**src/rtl/wasca_onchip_memory_arbiter.sv**
```systemverilog
// Round-robin two-master Avalon-MM arbiter in front of the single-port on-chip RAM.
// One access per cycle, out-of-range filtering, reads return exactly one cycle later.
module wasca_onchip_memory_arbiter #(
    parameter int ADDR_W = 12,
    parameter int DATA_W = 32,
    parameter int DEPTH  = 2560
) (
    input  logic                  clk,
    input  logic                  reset,
    input  logic [ADDR_W-1:0]     m0_address,
    input  logic [DATA_W/8-1:0]   m0_byteenable,
    input  logic                  m0_read,
    input  logic                  m0_write,
    input  logic [DATA_W-1:0]     m0_writedata,
    output logic                  m0_waitrequest,
    output logic [DATA_W-1:0]     m0_readdata,
    output logic                  m0_readdatavalid,
    input  logic [ADDR_W-1:0]     m1_address,
    input  logic [DATA_W/8-1:0]   m1_byteenable,
    input  logic                  m1_read,
    input  logic                  m1_write,
    input  logic [DATA_W-1:0]     m1_writedata,
    output logic                  m1_waitrequest,
    output logic [DATA_W-1:0]     m1_readdata,
    output logic                  m1_readdatavalid,
    output logic [ADDR_W-1:0]     ram_address,
    output logic [DATA_W/8-1:0]   ram_byteenable,
    output logic [DATA_W-1:0]     ram_writedata,
    output logic                  ram_chipselect,
    output logic                  ram_write,
    output logic                  ram_clken,
    input  logic [DATA_W-1:0]     ram_readdata,
    output logic                  oor_error
);
    localparam int              BE_W    = DATA_W / 8;
    localparam logic [ADDR_W:0] DEPTH_W = (ADDR_W + 1)'(DEPTH);

    logic              w_req0, w_req1;
    logic              w_gnt0, w_gnt1, w_any_gnt;
    logic              w_sel_write, w_oor;
    logic [ADDR_W-1:0] w_sel_address;
    logic [BE_W-1:0]   w_sel_byteenable;
    logic [DATA_W-1:0] w_sel_writedata;

    logic              r_last_grant;   // 1 = m1 held the last grant
    logic              r_pend_valid, r_pend_id, r_pend_oor, r_oor_error;
    logic [ADDR_W-1:0] r_hold_address;
    logic [BE_W-1:0]   r_hold_byteenable;
    logic [DATA_W-1:0] r_hold_writedata;

    assign w_req0    = m0_read | m0_write;
    assign w_req1    = m1_read | m1_write;
    assign w_gnt0    = ~reset & w_req0 & (~w_req1 | r_last_grant);
    assign w_gnt1    = ~reset & w_req1 & ~w_gnt0;
    assign w_any_gnt = w_gnt0 | w_gnt1;

    assign w_sel_address    = w_gnt1 ? m1_address    : m0_address;
    assign w_sel_byteenable = w_gnt1 ? m1_byteenable : m0_byteenable;
    assign w_sel_writedata  = w_gnt1 ? m1_writedata  : m0_writedata;
    assign w_sel_write      = w_gnt1 ? m1_write      : m0_write;
    assign w_oor            = {1'b0, w_sel_address} >= DEPTH_W;

    assign m0_waitrequest = reset | (w_req0 & ~w_gnt0);
    assign m1_waitrequest = reset | (w_req1 & ~w_gnt1);

    // Address/data lanes keep the last granted values while idle to avoid needless toggling.
    assign ram_address    = w_any_gnt ? w_sel_address    : r_hold_address;
    assign ram_byteenable = w_any_gnt ? w_sel_byteenable : r_hold_byteenable;
    assign ram_writedata  = w_any_gnt ? w_sel_writedata  : r_hold_writedata;
    assign ram_chipselect = w_any_gnt & ~w_oor;
    assign ram_write      = ram_chipselect & w_sel_write;
    assign ram_clken      = ~reset;

    assign m0_readdatavalid = r_pend_valid & ~r_pend_id;
    assign m1_readdatavalid = r_pend_valid &  r_pend_id;
    assign m0_readdata      = (m0_readdatavalid & ~r_pend_oor) ? ram_readdata : '0;
    assign m1_readdata      = (m1_readdatavalid & ~r_pend_oor) ? ram_readdata : '0;
    assign oor_error        = r_oor_error;

    // NOTE: state registers use non-blocking assignments so every register samples pre-edge values.
    always_ff @(posedge clk or posedge reset) begin
        if (reset) begin
            r_last_grant      <= 1'b1;
            r_pend_valid      <= 1'b0;
            r_pend_id         <= 1'b0;
            r_pend_oor        <= 1'b0;
            r_oor_error       <= 1'b0;
            r_hold_address    <= '0;
            r_hold_byteenable <= '0;
            r_hold_writedata  <= '0;
        end else begin
            r_pend_valid <= w_any_gnt & ~w_sel_write;
            if (w_any_gnt) begin
                r_last_grant      <= w_gnt1;
                r_pend_id         <= w_gnt1;
                r_pend_oor        <= w_oor;
                r_hold_address    <= w_sel_address;
                r_hold_byteenable <= w_sel_byteenable;
                r_hold_writedata  <= w_sel_writedata;
                if (w_oor) begin
                    r_oor_error <= 1'b1;
                end
            end
        end
    end
endmodule

```
**config.mk**
```make
export PLATFORM = sky130hd
export DESIGN_NAME = wasca_onchip_memory_arbiter
export DESIGN_NICKNAME = d
export VERILOG_FILES = /design/src/rtl/wasca_onchip_memory_arbiter.sv
export SDC_FILE = /design/constraint.sdc
export NUM_CORES = 1
export LEC_CHECK = 0
export ABC_AREA = 1
export CORE_MARGIN = 8
export CORE_UTILIZATION = 29
export CTS_CLUSTER_DIAMETER = 80
export DETAILED_ROUTE_END_ITERATION = 7
export HOLD_SLACK_MARGIN = 0.08
export PLACE_DENSITY = 0.89
export RECOVER_POWER = 25
export SLEW_MARGIN = 20
export SYNTH_ARGS = -nofsm -noshare
export SYNTH_HDL_FRONTEND = slang
export SYNTH_SLANG_ARGS = --single-unit
```
**constraint.sdc**
```tcl
create_clock -name clk -period 2 [get_ports clk]
set_clock_uncertainty 0.1 [all_clocks]
set_input_delay 0.4 -clock clk [delete_from_list [all_inputs] [get_ports clk]]
set_output_delay 0.4 -clock clk [all_outputs]
set_load 0.02 [all_outputs]
```
# After elaboration in Yosys (flattened, before gate mapping)
# Index checks and enable logic that the tools add are counted.
[classes] n_reduce_logical=1 order_cmp=1 n_mux=9 n_bitwise=27
[ops] op="2-to-1 mux 32 bit" n=4
[ops] op="2-to-1 mux 12 bit" n=2
[ops] op="bitwise AND 1 bit" n=13
[ops] op=">= comparator 12 bit (second input constant)" n=1
[ops] op="2-to-1 mux 4 bit" n=2
[ops] op="inverter 1 bit" n=8
[ops] op="OR 1 bit" n=6
[ops] op="AND reduction 2 bit" n=1
[ops] op="2-to-1 mux 1 bit" n=1
[word_totals] output_inout_bits=120 reg_bits=53

# Logic depth before layout (Yosys ltp)
# Gate-level depths: netlist (run 1).
[depth] word_depth=11 mapped_depth=10 ltp_nobuf=10

# Worst setup path after synthesis (run 1)
# OpenSTA, ideal clock, no wires.
[synth_path] kind="input -> output" from="input port reset" to="output port m0_waitrequest" setup_slack_ns=-0.798 arrival_ns=2.298 required_time_ns=1.500 path_buffers=0 path_stages=2 path_cell_list="inv_1 > o21ai_0"
[synth_between] elab_chain_len=6
[synth_lines] item="from (decl)" line="9" rtl="input logic reset,"
[synth_lines] item="inverter 1 bit" line="53" rtl="assign w_gnt0 = ~reset & w_req0 & (~w_req1 | r_last_grant);"
[synth_lines] item="bitwise AND 1 bit (2 in a row)" line="53"
[synth_lines] item="inverter 1 bit" line="63" rtl="assign m0_waitrequest = reset | (w_req0 & ~w_gnt0);"
[synth_lines] item="bitwise AND 1 bit" line="63"
[synth_lines] item="OR 1 bit *" line="63"
[synth_lines] item="to (decl)" line="15" rtl="output logic m0_waitrequest,"
# Mark *: on every way between the ends. The rest lies on a longest branch, timed or not.

# Final worst setup path (run 1)
[layout_path] from="register r_last_grant" to="output port ram_write"
[layout_between] elab_chain_len=9 word_cells_on_any_way=11 cone_classes="order compare (1); mux (2); bitwise (8)"
[layout_lines] item="from (decl)" line="45" rtl="logic r_last_grant;"
[layout_lines] item="from (signal assigned)" line="94" rtl="r_last_grant <= w_gnt1;"
[layout_lines] item="OR 1 bit *" line="53"
[layout_lines] item="bitwise AND 1 bit *" line="53"
[layout_lines] item="inverter 1 bit" line="54" rtl="assign w_gnt1 = ~reset & w_req1 & ~w_gnt0;"
[layout_lines] item="bitwise AND 1 bit" line="54"
[layout_lines] item="2-to-1 mux 12 bit" line="57" rtl="assign w_sel_address = w_gnt1 ? m1_address : m0_address;"
[layout_lines] item=">= comparator 12 bit" line="61" rtl="assign w_oor = {1'b0, w_sel_address} >= DEPTH_W;"
[layout_lines] item="inverter 1 bit" line="70" rtl="assign ram_chipselect = w_any_gnt & ~w_oor;"
[layout_lines] item="bitwise AND 1 bit" line="70"
[layout_lines] item="bitwise AND 1 bit *" line="71" rtl="assign ram_write = ram_chipselect & w_sel_write;"
[layout_lines] item="to (decl)" line="30" rtl="output logic ram_write,"
# Marks and branches as above.

==> out/qor.csv, run 1 <==
stage,metric,value,unit
final_layout,final_layout_size_suffix_gt1_frac,0.408,
clock_tree,insertion_delay,0.30,ns
drt,route.detailed.drc,0,
grt,grt_pass1_vias,4303,
sta,rsz0062_at_grt,yes,
clock_tree,hold_buffers,0,
clock_tree,clkSinkCount,53,
sta,timing.fmax,422,MHz
logic_synthesis,yosysWarnings,0,
sta,setup_viol_count_final,51,
logic_synthesis,synth-seq-area-share,0.456,
power_and_ir_drop,p_total,0.00434,W
final_layout,ff_latch_area,1330,µm²
clock_tree,clk_path_buf_depth,2,
clock_tree,root_buffer,clkbuf_8,
sta,hold_viol,0,
drt,via_per_inst,4.72,
final_layout,utilization,0.660,
drt,vias,4058,
sta,postLayoutSetupSlackWorst,-0.368,ns
placement,io_buffer_count,253,
power_and_ir_drop,peakVddDrop,0.486,mV
grt,grt_pass1_wl,21.8,mm
grt,antenna_found_initial,1,
sta,fin_crit,2.37,ns
logic_synthesis,ys.flop_type,dfrtp_1,
status,violations,negative setup slack,
sta,tightest_slew,0.762,ns
floorplanning,initial_core_util,0.298,
logic_synthesis,synth-seq-cells,53,
sta,fin_crit_sh,1.18,
floorplanning,num_rows,36,
logic_synthesis,syn_avg_cell_area,7.06,µm²
floorplanning,core,9770,µm²
logic_synthesis,synth_fp_nets,546,
worst_setup_path,reg2reg_from,r_last_grant,
final_layout,multi_input_area,1610,µm²
clock_tree,cts_tree,built,
worst_setup_path,end_kind,output pin,
power_and_ir_drop,p_leak,3.19,nW
worst_setup_path,ff2ff_setup_slack,0.13,ns
clock_tree,cts-htree-levels,2,
placement,place_area,5940,µm²
floorplanning,fp.dieArea,13500,µm²
hold_path,worstHoldPathCells,2,
worst_setup_path,reg2reg_to,r_hold_writedata[12],
floorplanning,io_pins,254,
worst_setup_path,arrival,1.87,ns
drt,drt-total-wl,15.3,mm
hold_path,hold_path.class,register to register,
placement,dp_hpwl,11.1,mm
power_and_ir_drop,power.density,672,nW/µm²
sta,drv_slew,0,
logic_synthesis,syn_area,2910,µm²
clock_tree,numCtsBuffers,5,
flow_run,cap_violations,0,
status,status,"complete, but fails checks",
placement,dp_slack,-1.05,ns
worst_setup_path,start_kind,register,
final_layout,finish.net_count,859,
worst_setup_path,reg2reg_depth,10,
grt,grtUsageTotal,0.205,
hold_path,worstHoldStart,oor_error,
logic_synthesis,async_flop_share,1.00,
drt,wl_per_cell,17.7,µm
worst_setup_path,crit_required,1.50,ns
logic_synthesis,synthDistinctLibCells,20,
drt,drt-pass1-iter-count,6,
clock_tree,cts.clk_slew.worst_paths,0.10,ns
hold_path,min_to,oor_error,
drt,drt_iter0_drc,191,
logic_synthesis,synth_edf_count,0,
final_layout,final.fill_count,779,
sta,slew_headroom,0.492,
logic_synthesis,syn_inst,412,
final_layout,finalInstanceArea,6450,µm²
floorplanning,die_w,116,µm
placement,gp_congestion,0.836,
floorplanning,die_h,116,µm
grt,grt_max_degree,33,
worst_setup_path,crit_type,register to output pin,
grt,grt_overflow,0,
sta,setup_tns,-14.69,ns
worst_setup_path,critPathMaxFanout,6,
final_layout,area_growth,122,%
drt,ant_nets,0,
-- worst max path at each step --
stage	start	to	slack (ns)	depth (start not counted)
floorplan	m0_write	ram_writedata[24]	-0.09	7
global placement	reset	ram_address[5]	-1.04	8
detailed placement	reset	ram_address[5]	-1.05	8
CTS	r_last_grant	ram_write	-0.33	11
global route	r_last_grant	ram_write	-0.41	11
finish	r_last_grant	ram_write	-0.37	11
-- final cells by class --
cell class,count,share of cell area
Inverter,47,0.0295
Clock buffer,7,0.0149
Tap cell,133,0.0258
Multi-Input combinational cell,288,0.250
Sequential cell,53,0.206
Clock inverter,1,0.00136
Timing Repair Buffer,330,0.472
Antenna cell,1,0.000388
-- report_power, final --
part	switching (W)	leakage, nW	total [W]	internal (W)
clock	0.000384	0.0549	0.000705	0.000321
combinational	0.00117	2.55	0.00231	0.00114
sequential	0.0000623	0.590	0.00132	0.00126
-- cell usage after synthesis, types with 2 or more instances --
cell type | n | area [µm²]
nand2_4 | 3 | 33.8
o21ai_0 | 41 | 205
clkbuf_1 | 6 | 22.5
nand3_1 | 3 | 15.0
buf_2 | 8 | 40.0
clkbuf_2 | 4 | 20.0
nor2_2 | 2 | 12.5
inv_1 | 45 | 169
nand2_1 | 68 | 255
o21ai_1 | 8 | 40.0
inv_2 | 2 | 7.51
dfrtp_1 | 52 | 1300
nor2_1 | 113 | 424
a21oi_1 | 45 | 225
buf_6 | 7 | 78.8
-- repair_timing --
| action | CTS | global route |
|---|---|---|
| pin swaps | 16 | 23 |
| buffers inserted | 13 | 12 |
| hold endpoints to repair | 0 | 0 |
| resized for setup | 553 | 113 |
| endpoints found under the setup margin | 118 | 102 |
| gates cloned | 1 | 5 |
-- per-layer routing --
layer / global-route usage / wire length, µm
met3: 0.0672 / 1520
met1: 0.211 / 5450
met2: 0.371 / 7590
met4: 0.0899 / 690
met5: 0 / 0
-- logic make-up (layout without fill, tap and decap cells) --
group                  after synthesis  after routing  synth area share
buffers and inverters               72            385             0.116
DFF                                 53             53             0.456
and+or+nand+nor                    191            192             0.261
other                                0              1                 0
AOI/OAI and AO/OA                   96             96             0.167
-- registers in the layout, indices dropped and copies added, names as in the netlist --
name / flops
oor_error: 1
r_pend_valid: 1
r_pend_id: 1
r_hold_address: 12
r_pend_oor: 1
r_hold_byteenable: 4
r_hold_writedata: 32
r_last_grant: 1
-- critical path: stages, from the launching register on --
cell	delay, ns
dfstp_2	0.55
inv_2	0.05
o21ai_4	0.08
nand2_8	0.13
buf_8	0.16
nand3b_1	0.11
nand2_2	0.07
nand2_2	0.07
nand2_1	0.06
nand2_1	0.08
nor2_1	0.04
buf_4	0.15
-- cell usage in the layout (no fill, tap or decap), types with 2 or more instances in the layout --
master	instances
a21oi_2	44
buf_12	10
buf_2	45
buf_4	71
buf_6	43
buf_8	2
clkbuf_16	4
clkbuf_2	16
clkbuf_8	7
clkdlybuf4s50_1	129
dfrtp_1	52
dlygate4sd2_1	7
inv_1	42
inv_2	2
nand2_1	49
nand2_2	16
nand2_4	3
nand2_8	4
nand3_2	2
nor2_1	106
nor2_2	8
nor2_4	2
o21ai_0	10
o21ai_1	30
o21ai_2	7
o21ai_4	3
-- stage by stage --
step | hold slack, ns | instances
finish | 0.372 | 860
global placement | 0.351 | 821
detailed placement | 0.351 | 821
global route | 0.431 | 860
CTS | 0.375 | 842
floorplan | 0.364 | 412
(Power assumes the default switching activity.)
==> inputs of run 2 (changes only) <==
SETUP_SLACK_MARGIN = 0.4   (was unset)
==> out/qor.csv, run 2 (synthesis gave the netlist of run 1 again) <==
stage,metric,value,unit,change
power_and_ir_drop,swShare,0.414,,+0.0408
worst_setup_path,ff2ff_setup_slack,-0.51,ns,-0.64 ns
hold_path,hold_path.class,register to register,,
sta,postLayoutSetupSlackWorst,-0.541,ns,-0.172 ns
final_layout,ff_latch_area,1330,µm²,about the same
power_and_ir_drop,p_leak,3.87,nW,+21%
final_layout,area_growth,207,%,
grt,grt_max_degree,30,,-9.1%
worst_setup_path,cp-startpoint,r_last_grant,,
power_and_ir_drop,pwr-share-seq,0.254,,-0.050
worst_setup_path,crit_type,register to output pin,,
placement,dp_hpwl,12.9,mm,+16%
final_layout,final.fill_count,345,,-56%
grt,grt_overflow,0,,unchanged
sta,slew_headroom,0.299,,-0.193
sta,hold_viol,0,,unchanged
grt,grtUsageTotal,0.270,,+0.0656
sta,drv_slew,0,,unchanged
clock_tree,cts-htree-levels,2,,unchanged
hold_path,worstHoldStart,r_last_grant,,
floorplanning,initial_core_util,0.298,,unchanged
power_and_ir_drop,p_sw,0.00224,W,+38%
floorplanning,die_h,116,µm,unchanged
final_layout,final_cell_mix,"160 x buf_6, 128 x clkdlybuf4s50_1, 82 x nor2_4, 54 x nand2_4, 51 x dfrtp_1",,
power_and_ir_drop,peakVddDrop,0.494,mV,+1.6%
final_layout,fin_cells,908,,+5.6%
power_and_ir_drop,comb_power_share,0.629,,+0.096
sta,hold_ws,0.434,ns,+0.0618 ns
floorplanning,io_pins,254,,unchanged
final_layout,top_register,r_hold_writedata,,
sta,fin_crit,2.54,ns,+0.172 ns
clock_tree,cts_tree,built,,
sta,tightest_slew,1.05,ns,+0.290 ns
drt,wl_per_cell,25.4,µm,+43%
sta,timing.fmax,394,MHz,-6.8%
worst_setup_path,start_kind,register,,
drt,ant_nets,0,,unchanged
clock_tree,cts.clk_slew.worst_paths,0.10,ns,about the same
placement,dp_slack,-1.08,ns,-0.0259 ns
floorplanning,num_rows,36,,unchanged
clock_tree,clk_path_buf_depth,2,,unchanged
grt,antenna_found_initial,1,,unchanged
worst_setup_path,end_kind,output pin,,
final_layout,largestRegisters,"r_hold_writedata: 32 flops, r_hold_address: 12 flops, r_hold_byteenable: 4 flops",,
worst_setup_path,reg2reg_depth,18,,+8
sta,fin_crit_sh,1.27,,+0.0862
drt,drt_iter0_drc,195,,+2.1%
drt,route.detailed.drc,0,,unchanged
power_and_ir_drop,power.density,605,nW/µm²,-9.9%
worst_setup_path,arrival,2.04,ns,+0.17 ns
sta,setup_viol_count_final,111,,+120%
grt,grt_pass1_vias,5107,,+19%
floorplanning,die_w,116,µm,unchanged
drt,via_per_inst,5.20,,+10%
clock_tree,hold_buffers,0,,unchanged
sta,setup_tns,-28.33,ns,-13.64 ns
flow_run,cap_violations,0,,unchanged
placement,io_buffer_count,253,,unchanged
clock_tree,insertion_delay,0.30,ns,about the same
hold_path,worstHoldPathCells,2,,unchanged
clock_tree,numCtsBuffers,5,,unchanged
floorplanning,core,9770,µm²,unchanged
placement,gp_congestion,0.876,,+4.8%
final_layout,multi_input_area,3020,µm²,+87%
worst_setup_path,crit_required,1.50,ns,about the same
final_layout,final_layout_size_suffix_gt1_frac,0.627,,+0.220
grt,grt_pass1_wl,28.0,mm,+28%
drt,drt-pass1-iter-count,5,,-1
power_and_ir_drop,p_clk_frac,0.117,,-0.046
status,status,"complete, but fails checks",,
worst_setup_path,critPathMaxFanout,6,,unchanged
worst_setup_path,reg2reg_from,r_last_grant,,
sta,rsz0062_at_grt,yes,,
floorplanning,fp.dieArea,13500,µm²,unchanged
drt,vias,4724,,+16%
clock_tree,clkSinkCount,53,,unchanged
drt,drt-total-wl,23.1,mm,+51%
status,violations,negative setup slack,,
final_layout,finish.net_count,906,,+5.5%
clock_tree,root_buffer,clkbuf_8,,
final_layout,largest_reg_flops,32,,unchanged
power_and_ir_drop,p_int,0.00317,W,+17%
placement,placedCellCount,831,,+1.2%
final_layout,final_common_cell,buf_6,,
==> run 2: worst paths after layout <==
| path | end |
|---|---|
| worst max-delay path | ram_write |
| max in group asynchronous | r_pend_id |
| worst min register to register | r_last_grant |
| min in group asynchronous | r_hold_writedata[29] |
| worst max register to register | r_pend_oor |
| worst min-delay path | r_last_grant |
==> run 2: power by group through the flow <==
| stage | logic (W) | clock network (W) | registers [W] |
|---|---|---|---|
| finish | 0.00340 | 0.000634 | 0.00137 |
| global route | 0.00352 | 0.000678 | 0.00138 |
| CTS | 0.00308 | 0.000630 | 0.00134 |
| detailed placement | 0.00256 | 0 | 0.00134 |
| global placement | 0.00250 | 0 | 0.00133 |
| floorplan | 0.00143 | 0 | 0.00132 |
==> run 2: worst max-delay path, cell delays in order (launching register included) <==
cell and delay, ns:
dfstp_2 0.55, inv_2 0.05, o21ai_4 0.08, nand2_4 0.15, buf_12 0.18, nand3b_1 0.12
nand2_2 0.10, nand2_4 0.10, nand2_4 0.06, nand2_4 0.08, buf_6 0.11, nor2_4 0.03
buf_6 0.13
==> run 2: layout make-up <==
class | instances | share of cell area
diodes | 2 | 0.000561
flip-flops and latches | 53 | 0.149
repair buffers | 377 | 0.463
multi-input cells | 288 | 0.338
well taps | 133 | 0.0186
inverters | 47 | 0.0219
clock inverters | 1 | 0.000841
clock buffers | 7 | 0.00855
==> run 2: metrics by stage <==
stage	utilization	total power [W]	instance area (µm²)
finish	0.913	0.00540	8930
floorplan	-	0.00276	4450
CTS	0.877	0.00506	8570
global route	0.913	0.00557	8920
detailed placement	0.760	0.00390	7430
global placement	0.760	0.00383	7430
==> run 2: what timing repair did <==
item,4_1_cts,5_1_grt
pin swaps,15,13
gates resized for setup,854,60
setup buffers,45,15
setup endpoints to repair,172,172
gates cloned,5,2
==> run 2: per-layer routing <==
layer	global-route usage	share of wire
met4	0.138	0.066
met1	0.253	0.33
met3	0.0801	0.083
met5	0	0
met2	0.519	0.52
==> inputs of run 3 (changes only) <==
CTS_CLUSTER_SIZE = 12   (was unset)
SKIP_CTS_REPAIR_TIMING = 1   (was unset)
==> out/qor.csv, run 3 (synthesis gave the netlist of run 1 again) <==
stage,metric,value,unit,change
hold_path,worstHoldPathCells,2,,unchanged
power_and_ir_drop,peakVddDrop,0.486,mV,-1.7%
placement,dp_hpwl,12.9,mm,unchanged
power_and_ir_drop,pwr-share-seq,0.271,,+0.017
sta,slew_headroom,0.403,,+0.104
power_and_ir_drop,p_leak,3.66,nW,-5.5%
worst_setup_path,crit_required,1.50,ns,about the same
grt,grt_max_degree,30,,unchanged
worst_setup_path,crit_slowest_cell,dfstp_2,,
floorplanning,io_pins,254,,unchanged
drt,route.detailed.drc,0,,unchanged
final_layout,top_register,r_hold_writedata,,
power_and_ir_drop,p_clk_frac,0.125,,+0.008
power_and_ir_drop,power.density,599,nW/µm²,-1.0%
floorplanning,core,9770,µm²,unchanged
grt,grtUsageMet2,0.410,,-0.109
worst_setup_path,critPathMaxFanout,7,,+1
clock_tree,cts_tree,built,,
worst_setup_path,crit_type,register to output pin,,
placement,placedCellCount,831,,unchanged
sta,postLayoutSetupSlackWorst,-0.407,ns,+0.134 ns
worst_setup_path,end_kind,output pin,,
sta,fin_crit,2.41,ns,-0.134 ns
power_and_ir_drop,p_int,0.00297,W,-6.2%
final_layout,finish.net_count,887,,-2.1%
grt,antenna_found_initial,0,,-1
sta,timing.fmax,416,MHz,+5.6%
final_layout,final.fill_count,534,,+55%
grt,grt_pass1_vias,4423,,-13%
clock_tree,root_buffer,clkbuf_8,,
drt,vias,4259,,-9.8%
worst_setup_path,start_kind,register,,
sta,fin_crit_sh,1.20,,-0.0670
clock_tree,cts-htree-levels,2,,unchanged
floorplanning,initial_core_util,0.298,,unchanged
sta,tightest_slew,0.896,ns,-0.156 ns
status,violations,negative setup slack,,
drt,wl_per_cell,19.8,µm,-22%
final_layout,final_layout_size_suffix_gt1_frac,0.593,,-0.0346
floorplanning,fp.dieArea,13500,µm²,unchanged
flow_run,cap_violations,0,,unchanged
final_layout,fin_cells,887,,-2.3%
final_layout,diodes,0,,-2
worst_setup_path,crit_path_frequent_cell,nand2_2,,
final_layout,final_cell_mix,"128 x clkdlybuf4s50_1, 110 x buf_6, 71 x nor2_4, 66 x buf_4, 52 x dfrtp_1",,
grt,globalRouteMet1Util,0.207,,-0.0464
power_and_ir_drop,comb_power_share,0.604,,-0.025
worst_setup_path,crit_chain,inv_2 -> o21ai_4 -> nand2_4 -> buf_12 -> nand3b_1 -> nand2_2 -> nand2_2 -> nand2_2 -> nand2_4 -> buf_6 -> nor2_4 -> buf_6,,
grt,use_met3,0.0683,,-0.0119
drt,drt-total-wl,17.5,mm,-24%
clock_tree,insertion_delay,0.29,ns,about the same
sta,hold_viol,0,,unchanged
status,status,"complete, but fails checks",,
final_layout,largestRegisters,"r_hold_writedata: 32 flops, r_hold_address: 12 flops, r_hold_byteenable: 4 flops",,
clock_tree,clkSinkCount,53,,unchanged
placement,io_buffer_count,253,,unchanged
worst_setup_path,reg2reg_depth,11,,-7
floorplanning,num_rows,36,,unchanged
grt,grt_pass1_wl,22.5,mm,-20%
placement,place_area,7430,µm²,unchanged
grt,grtUsageTotal,0.212,,-0.0583
sta,drv_slew,0,,unchanged
drt,via_per_inst,4.80,,-7.7%
drt,ant_nets,0,,unchanged
floorplanning,die_w,116,µm,unchanged
final_layout,largest_reg_flops,32,,unchanged
power_and_ir_drop,p_sw,0.00198,W,-11%
drt,drt_iter0_drc,145,,-26%
clock_tree,numCtsBuffers,5,,unchanged
sta,setup_viol_count_final,85,,-23%
placement,gp_congestion,0.876,,unchanged
grt,top_usage_layer,met2,,
worst_setup_path,arrival,1.91,ns,-0.13 ns
final_layout,finalInstanceArea,8260,µm²,-7.4%
clock_tree,clk_path_buf_depth,2,,unchanged
grt,grt_overflow,0,,unchanged
clock_tree,cts.clk_slew.worst_paths,0.09,ns,about the same
floorplanning,die_h,116,µm,unchanged
worst_setup_path,cp_slowest_stage_delay,0.53,ns,-0.02 ns
hold_path,hold_path.class,register to register,,
power_and_ir_drop,swShare,0.400,,-0.0139
sta,rsz0062_at_grt,yes,,
final_layout,area_growth,184,%,
drt,drt-pass1-iter-count,4,,-1
final_layout,final_common_cell,clkdlybuf4s50_1,,
==> run 3: final timing paths <==
kind	startpoint	to	slack [ns]
setup / recovery	r_last_grant	ram_write	-0.41
max in group asynchronous	reset	r_pend_id	0.55
hold reg to reg	r_last_grant	r_last_grant	0.41
setup reg to reg	r_last_grant	r_hold_writedata[30]	0.17
min in group asynchronous	reset	r_hold_writedata[21]	0.42
hold / removal	r_last_grant	r_last_grant	0.41
==> run 3: through the flow <==
step | setup WS [ns] | TNS (ns) | hold slack [ns] | util | total power (W)
2_1_floorplan | -0.0672 | -0.134 | 0.368 | - | 0.00276
3_3_place_gp | -1.01 | -65.19 | 0.381 | 0.760 | 0.00383
3_5_place_dp | -1.08 | -71.09 | 0.392 | 0.760 | 0.00390
4_1_cts | -1.09 | -77.62 | 0.410 | 0.769 | 0.00452
5_1_grt | -0.478 | -26.24 | 0.419 | 0.845 | 0.00518
6_report | -0.407 | -19.16 | 0.408 | 0.845 | 0.00495
==> run 3: area by class of cell <==
| type | instances | area, µm² | area share |
|---|---|---|---|
| Clock inverter | 1 | 7.51 | 0.000909 |
| Sequential cell | 53 | 1330 | 0.161 |
| Inverter | 47 | 188 | 0.0227 |
| Multi-Input combinational cell | 288 | 2850 | 0.345 |
| Timing Repair Buffer | 358 | 3650 | 0.441 |
| Clock buffer | 7 | 76.3 | 0.00924 |
| Tap cell | 133 | 166 | 0.0201 |
==> run 3: metal layers <==
metal / wire (µm) / up-vias
met5: 0 / -
met4: 429 / 0
met3: 1510 / 29
met2: 9760 / 184
met1: 5820 / 2081
li1: - / 1965
==> run 3: power by group through the flow <==
stage	clock network [W]	logic (W)	registers [W]
after CTS	0.000630	0.00257	0.00132
after detailed placement	0	0.00256	0.00134
after floorplan	0	0.00143	0.00132
after global routing	0.000681	0.00314	0.00136
final	0.000619	0.00299	0.00134
after global placement	0	0.00250	0.00133
==> run 3: critical path: cells and delay by family (launching register included) <==
family                 cells  cell delay (ns)
and+or+nand+nor            7             0.56
DFF                        1             0.53
buffers and inverters      4             0.44
AOI/OAI and AO/OA          1             0.07
